`config.mk`:
```
export PLATFORM = sky130hd
export DESIGN_NAME = neuron_acc
export DESIGN_NICKNAME = d
export VERILOG_FILES = /design/src/rtl/neuron_acc.sv
export SDC_FILE = /design/constraint.sdc
export NUM_CORES = 2
export LEC_CHECK = 0
export ABC_AREA = 1
export CAP_MARGIN = 10
export CORE_MARGIN = 2
export CORE_UTILIZATION = 62
export CTS_CLUSTER_SIZE = 24
export DETAILED_ROUTE_END_ITERATION = 8
export GPL_ROUTABILITY_DRIVEN = 0
export PLACE_DENSITY = 0.85
export SETUP_SLACK_MARGIN = 0.2
export SLEW_MARGIN = 15
export SYNTH_ARGS = -nofsm -noshare
export SYNTH_HDL_FRONTEND = slang
export SYNTH_SLANG_ARGS = --single-unit
```
`constraint.sdc`:
```
create_clock -name clk -period 4.8 [get_ports clk]
set_input_delay 0.72 -clock clk [delete_from_list [all_inputs] [get_ports clk]]
set_output_delay 0.72 -clock clk [all_outputs]
set_load 0.01 [all_outputs]
```
`src/rtl/neuron_acc.sv`:
```
// neuron_acc: binary-weight neuron accumulator.
// Accumulates the dot product of LANES unsigned activations with +/-1 weights
// over one or more beats per frame. At the end of the frame it applies an
// arithmetic right shift (alpha), optional ReLU and symmetric saturation, then
// presents a signed WIDTH_OUT result over a valid/ready handshake.
//
// Ports:
//   clk, rst_n          clock (rising edge), asynchronous active-low reset
//   in_valid/in_ready   input beat handshake
//   in_last             marks the final beat of a frame
//   activations         LANES x WIDTH_IN unsigned activations, lane i at [i]
//   weights             per lane: 1 = +act, 0 = -act
//   alpha, relu_en      frame parameters, captured on the first beat
//   out_valid/out_ready result handshake
//   out_data            signed saturated result
//   beat_overflow       sticky: a frame was forced closed at MAX_BEATS
module neuron_acc #(
    parameter int unsigned WIDTH_IN  = 8,
    parameter int unsigned LANES     = 64,
    parameter int unsigned WIDTH_OUT = 8,
    parameter int unsigned MAX_BEATS = 16,
    parameter int unsigned ALPHA_W   = 5
) (
    input  logic                          clk,
    input  logic                          rst_n,
    input  logic                          in_valid,
    output logic                          in_ready,
    input  logic                          in_last,
    input  logic [LANES*WIDTH_IN-1:0]     activations,
    input  logic [LANES-1:0]              weights,
    input  logic [ALPHA_W-1:0]            alpha,
    input  logic                          relu_en,
    output logic                          out_valid,
    input  logic                          out_ready,
    output logic signed [WIDTH_OUT-1:0]   out_data,
    output logic                          beat_overflow
);

    // Wide enough that a full frame of maximal activations cannot overflow.
    localparam int unsigned ACC_W = WIDTH_IN + $clog2(LANES) + $clog2(MAX_BEATS) + 1;
    localparam int unsigned CNT_W = $clog2(MAX_BEATS);

    localparam logic signed [ACC_W-1:0]     SAT_POS     = ACC_W'((1 << (WIDTH_OUT - 1)) - 1);
    localparam logic signed [ACC_W-1:0]     SAT_NEG     = -SAT_POS;
    localparam logic signed [WIDTH_OUT-1:0] SAT_POS_OUT = WIDTH_OUT'((1 << (WIDTH_OUT - 1)) - 1);
    localparam logic signed [WIDTH_OUT-1:0] SAT_NEG_OUT = -SAT_POS_OUT;
    localparam logic [CNT_W-1:0]            LAST_CNT    = CNT_W'(MAX_BEATS - 1);

    typedef enum logic [1:0] {
        ACC,
        SAT,
        OUT
    } state_t;

    state_t                     state;
    logic signed [ACC_W-1:0]    acc;
    logic [CNT_W-1:0]           beat_cnt;
    logic [ALPHA_W-1:0]         alpha_q;
    logic                       relu_q;

    logic signed [ACC_W-1:0]    beat_sum;
    logic signed [ACC_W-1:0]    lane_val;
    logic signed [ACC_W-1:0]    shifted;
    logic signed [WIDTH_OUT-1:0] result;

    // Signed sum of the current beat: each lane adds or subtracts its activation.
    always_comb begin
        beat_sum = '0;
        lane_val = '0;
        for (int unsigned i = 0; i < LANES; i++) begin
            lane_val = ACC_W'(activations[i*WIDTH_IN +: WIDTH_IN]);
            beat_sum = weights[i] ? (beat_sum + lane_val) : (beat_sum - lane_val);
        end
    end

    // Post-processing of the closed frame. The arithmetic shift floors toward
    // -inf and saturates to 0/-1 for shift amounts beyond the accumulator width.
    always_comb begin
        shifted = acc >>> alpha_q;
        if (relu_q && shifted < 0)
            shifted = '0;
        if (shifted > SAT_POS)
            result = SAT_POS_OUT;
        else if (shifted < SAT_NEG)
            result = SAT_NEG_OUT;
        else
            result = WIDTH_OUT'(shifted);
    end

    always_ff @(posedge clk or negedge rst_n) begin
        if (!rst_n) begin
            state         <= ACC;
            acc           <= '0;
            beat_cnt      <= '0;
            alpha_q       <= '0;
            relu_q        <= 1'b0;
            in_ready      <= 1'b0;
            out_valid     <= 1'b0;
            out_data      <= '0;
            beat_overflow <= 1'b0;
        end else begin
            case (state)
                ACC: begin
                    in_ready <= 1'b1;
                    if (in_valid && in_ready) begin
                        acc      <= ((beat_cnt == '0) ? '0 : acc) + beat_sum;
                        beat_cnt <= beat_cnt + 1'b1;
                        if (beat_cnt == '0) begin
                            alpha_q <= alpha;
                            relu_q  <= relu_en;
                        end
                        if (in_last || beat_cnt == LAST_CNT) begin
                            // Frame closed without in_last: flag the forced close.
                            if (!in_last)
                                beat_overflow <= 1'b1;
                            beat_cnt <= '0;
                            in_ready <= 1'b0;
                            state    <= SAT;
                        end
                    end
                end
                SAT: begin
                    out_data  <= result;
                    out_valid <= 1'b1;
                    state     <= OUT;
                end
                OUT: begin
                    if (out_ready) begin
                        out_valid <= 1'b0;
                        in_ready  <= 1'b1;
                        state     <= ACC;
                    end
                end
                default: begin
                    state    <= ACC;
                    in_ready <= 1'b0;
                end
            endcase
        end
    end

endmodule
```
==> results_dict.tcl, run 1 <==
set metrics [dict create \
    synth_seq_area_share_pct 1.605 \
    ys_ff_latch 42 \
    rows 119 \
    synth_area_um2 65500 \
    firstError "[ERROR DPL-0033] detailed placement checks failed during check placement." \
    cts.sinks 42 \
    cts_resized 990 \
    place_area_um2 97300 \
    ios 598 \
    yosysUniqueCellTypes 75 \
    root_buffer "clkbuf_16" \
    postSynth.asyncResetShare_pct 100.0 \
    synth_cells 10406 \
    ys_dominant_reg_cell "dfrtp_1" \
    clock_path_buffers 2 \
    hpwl_um 256800 \
    synth.avg_cell_area_um2 6.294 \
    cts_buffers 5 \
    numPortBuffers 597 \
    yosysWarnings 0 \
    die_w_um 329.0 \
    initial_utilization_pct 62.40 \
    post_cts_buffers 222 \
    syn-num-nets 12335 \
    h-tree-depth 2 \
    lastStage "clock tree synthesis (4_1_cts)" \
    synth_edf_count 0 \
    hold_buffers 0 \
    die_h_um 329.0 \
    status "aborted with a tool error" \
]
[stage by stage]
| stage | instances | setup WS, ns | hold slack, ns | utilization (%) |
|---|---|---|---|---|
| 3_5_place_dp | 15098 | -40.43 | 0.4960 | 92.69 |
| 3_3_place_gp | 15098 | -37.30 | 0.4750 | 92.69 |
| 2_1_floorplan | 10406 | -33.96 | 0.4244 | - |
[cell families after synthesis]
group           after synthesis  share of synthesized area [%]
compound gates             2450                          21.11
mux                           8                         0.1280
simple gates               3563                          23.07
buf+inv                    1633                          9.406
fa+ha+maj                  1342                          26.37
xor+xnor                   1368                          18.32
flops                        42                          1.605
[cell usage after synthesis, drive strengths merged (2+ instances only)]
cell type | count | area [µm²]
xnor2 | 427 | 3740
a31oi | 135 | 850.8
clkbuf | 42 | 157.7
nand2 | 1875 | 7103
nor3b | 20 | 190.2
buf | 15 | 85.08
xor2 | 940 | 8233
mux2i | 5 | 50.05
or2 | 26 | 162.7
a221oi | 2 | 17.52
inv | 1566 | 5881
nand3 | 472 | 2442
o21a | 31 | 232.7
nand4 | 66 | 412.9
a21o | 36 | 270.3
clkinv | 10 | 37.54
nor3 | 291 | 1560
dfrtp | 42 | 1051
a211oi | 3 | 22.52
a22oi | 2 | 15.01
a21oi | 1227 | 6171
a22o | 2 | 17.52
o31ai | 92 | 734.5
ha | 1278 | 15990
o22ai | 13 | 81.33
o211ai | 106 | 800.8
nand3b | 12 | 90.09
nor4 | 15 | 118.9
nor2 | 769 | 2922
o21ai | 593 | 3013
a31o | 6 | 52.55
o311ai | 9 | 78.83
a21boi | 6 | 45.05
mux2 | 3 | 33.78
o21bai | 179 | 1351
and3 | 13 | 81.33
fa | 64 | 1281
and2 | 4 | 25.02
==> run 2: changes to the inputs <==
- CORE_UTILIZATION: 62 -> 40
- CTS_CLUSTER_SIZE: 24 -> default
- PLACE_DENSITY: 0.85 -> default
- PLACE_DENSITY_LB_ADDON: default -> 0.15
- SETUP_SLACK_MARGIN: 0.2 -> default
==> run 2 against run 1 <==
  * The flow now finishes, with violations (negative setup slack)
  * Synthesized cell count unchanged
  * Synthesized area unchanged
==> results_dict.tcl, run 2 <==
set metrics [dict create \
    worstMarginPinSlew_ns 0.9904 \
    cts.sinks 42 \
    r2r_slack_ns 1.14 \
    slowest_delay_ns 0.50 \
    min-delay-path-class "flop to flop" \
    cpMostUsedCell "ha_1" \
    synth_cells 10406 \
    cts_tree "done" \
    path_buf_inv 58 \
    route.detailed.drc 0 \
    syn-num-nets 12335 \
    via_count 83993 \
    crit_path_end_kind "flop" \
    critPathRequiredTime_ns 4.97 \
    ys_ff_latch 42 \
    drtPass1Iterations 6 \
    synthToLayoutAreaGrowth_pct 75.64 \
    drv_slew 0 \
    cts_buffers 5 \
    startpoint_type "input pin" \
    ys_dominant_reg_cell "dfrtp_1" \
    root_buffer "clkbuf_16" \
    grt_antenna_before_repair 70 \
    netlist.area_leader.share_pct 24.41 \
    postSynth.asyncResetShare_pct 100.0 \
    layout_commonest_cell "buf_4" \
    fmax_mhz 24.03 \
    initial_utilization_pct 40.24 \
    finalHoldViolations 0 \
    largest_reg_flops 19 \
    synth.largest_area_cell "ha_1" \
    clock-skew-final_ns 0.009639 \
    rsz0062_at_grt "yes" \
    numPortBuffers 597 \
    grt_pass1_wl_um 377800 \
    largestRegisters "acc: 19 flops, out_data: 8 flops, alpha_q: 5 flops" \
    yosysWarnings 0 \
    die_h_um 408.7 \
    postRouteAntennaNets 0 \
    fin_crit_ns 41.61 \
    period_share_pct 866.8 \
    mostFrequentLayoutCells "buf_4 (3345), nand2_1 (1731), inv_1 (1309), a21oi_1 (828), xor2_1 (725)" \
    whs_ns 0.5143 \
    track_usage_pct 26.48 \
    finalWirelength_um 252300 \
    clk-insertion-delay-late_ns 0.29 \
    overflow 0 \
    grt_pass1_vias 81828 \
    core_um2 162800 \
    drtIter0Drc 3792 \
    setup_viol 19 \
    synth_edf_count 0 \
    die_w_um 408.7 \
    synth_area_um2 65500 \
    synth.avg_cell_area_um2 6.294 \
    vias_per_cell 5.065 \
    rows 148 \
    synth_seq_area_share_pct 1.605 \
    failed_checks "negative setup slack" \
    synth_most_common_cell "nand2_1" \
    hpwl_um 201600 \
    wl_per_cell_um 15.22 \
    slew_headroom_pct 33.73 \
    h-tree-depth 2 \
    path_max_fanout 5 \
    clock_path_buffers 2 \
    die_area_um2 167000 \
    clk_pin_slew_ns 0.06 \
    crit_arrival_ns 41.78 \
    ios 598 \
    slowest_stage "fa_2" \
    setup_ws_ns -36.81 \
    synthTopCellsByCount "nand2_1 (1853), inv_1 (1538), ha_1 (1278)" \
    yosysUniqueCellTypes 75 \
    drive_gt1_share_pct 40.33 \
    status "finished, violations left" \
    nNetsFinal 16296 \
    fillers 12537 \
    criticalPathCategory "input pin to flop" \
    yosys-top-cells-area "ha_1 (24%), xor2_1 (13%), nand2_1 (11%), a21oi_1 (9.3%), inv_1 (8.8%)" \
    cp_top_family "adder cells" \
    grt_start_max_net_pins 43 \
    largest-register "acc" \
    drv_cap 0 \
]
## run 2: worst paths after layout
check	to	from	cells past startpoint
min	acc[15]$_DFFE_PN0P_	acc[15]$_DFFE_PN0P_	2
max in group asynchronous	beat_cnt[1]$_DFFE_PN0P_	rst_n	1
max	acc[18]$_DFFE_PN0P_	activations[1]	227
min reg2reg	acc[15]$_DFFE_PN0P_	acc[15]$_DFFE_PN0P_	2
min in group asynchronous	out_data[3]$_DFFE_PN0P_	rst_n	1
max reg2reg	acc[18]$_DFFE_PN0P_	beat_cnt[0]$_DFFE_PN0P_	28
## run 2: layout make-up
cell class              count  area, µm²  share of cell area [%]
multi-input cells        8731      73140                   63.57
flip-flops and latches     42       1051                  0.9136
clock inverters             3      26.28                 0.02284
repair buffers           4011      31880                   27.71
well taps                2175       2721                   2.366
inverters                1576       6006                   5.220
clock buffers               5      125.1                  0.1088
diodes                     39      97.59                 0.08483
## run 2: repair_timing
| action | 4_1_cts | 5_1_grt |
|---|---|---|
| endpoints found under the setup margin | 19 | 19 |
| resized for setup | 650 | 1438 |
| hold buffers | 0 | 0 |
| buffers inserted | 229 | 229 |
| pin swaps | 541 | 1033 |
## run 2: per-layer routing
| layer | vias to the layer above | wire length [µm] | share of wire (%) | GRT usage (%) |
|---|---|---|---|---|
| met3 | 528 | 8364 | 3.3 | 1.855 |
| li1 | 42847 | - | - | - |
| met2 | 1637 | 126900 | 50 | 49.00 |
| met1 | 38937 | 105800 | 42 | 31.92 |
| met4 | 44 | 10980 | 4.4 | 9.238 |
| met5 | - | 262 | 0.10 | 0 |
## run 2: through the flow
stage	TNS [ns]	worst slack (ns)	cells	area [µm²]	util, %
CTS	-636.00	-36.67	16328	105000	64.51
floorplan	-576.69	-33.96	10406	69100	-
global placement	-657.28	-38.01	16092	99860	61.35
finish	-630.86	-36.81	16582	115000	70.68
global route	-656.74	-38.93	16579	115000	70.67
detailed placement	-662.10	-38.39	16092	99860	61.35
## run 2: logic make-up after synthesis
| kind of cell | after synthesis | synth area share (%) |
|---|---|---|
| buffers and inverters | 1633 | 9.406 |
| AOI/OAI and AO/OA | 2450 | 21.11 |
| adders and majority gates | 1342 | 26.37 |
| and+or+nand+nor | 3563 | 23.07 |
| DFF | 42 | 1.605 |
| muxes | 8 | 0.1280 |
| xor gates and xnor gates | 1368 | 18.32 |
## run 2: worst register-to-register path, delay by kind of cell, from the launching register on
family	cells	cell delay, ns
AO/OA/AOI/OAI	4	0.53
buffers and inverters	5	0.63
AND/OR/NAND/NOR	17	1.46
adder cells (fa/ha/maj)	2	0.53
flip-flops	1	0.40
Power of run 2 is left out: the tool's default activity adds up to more than one toggle a clock period on the data nets, which glitch-free logic cannot reach.
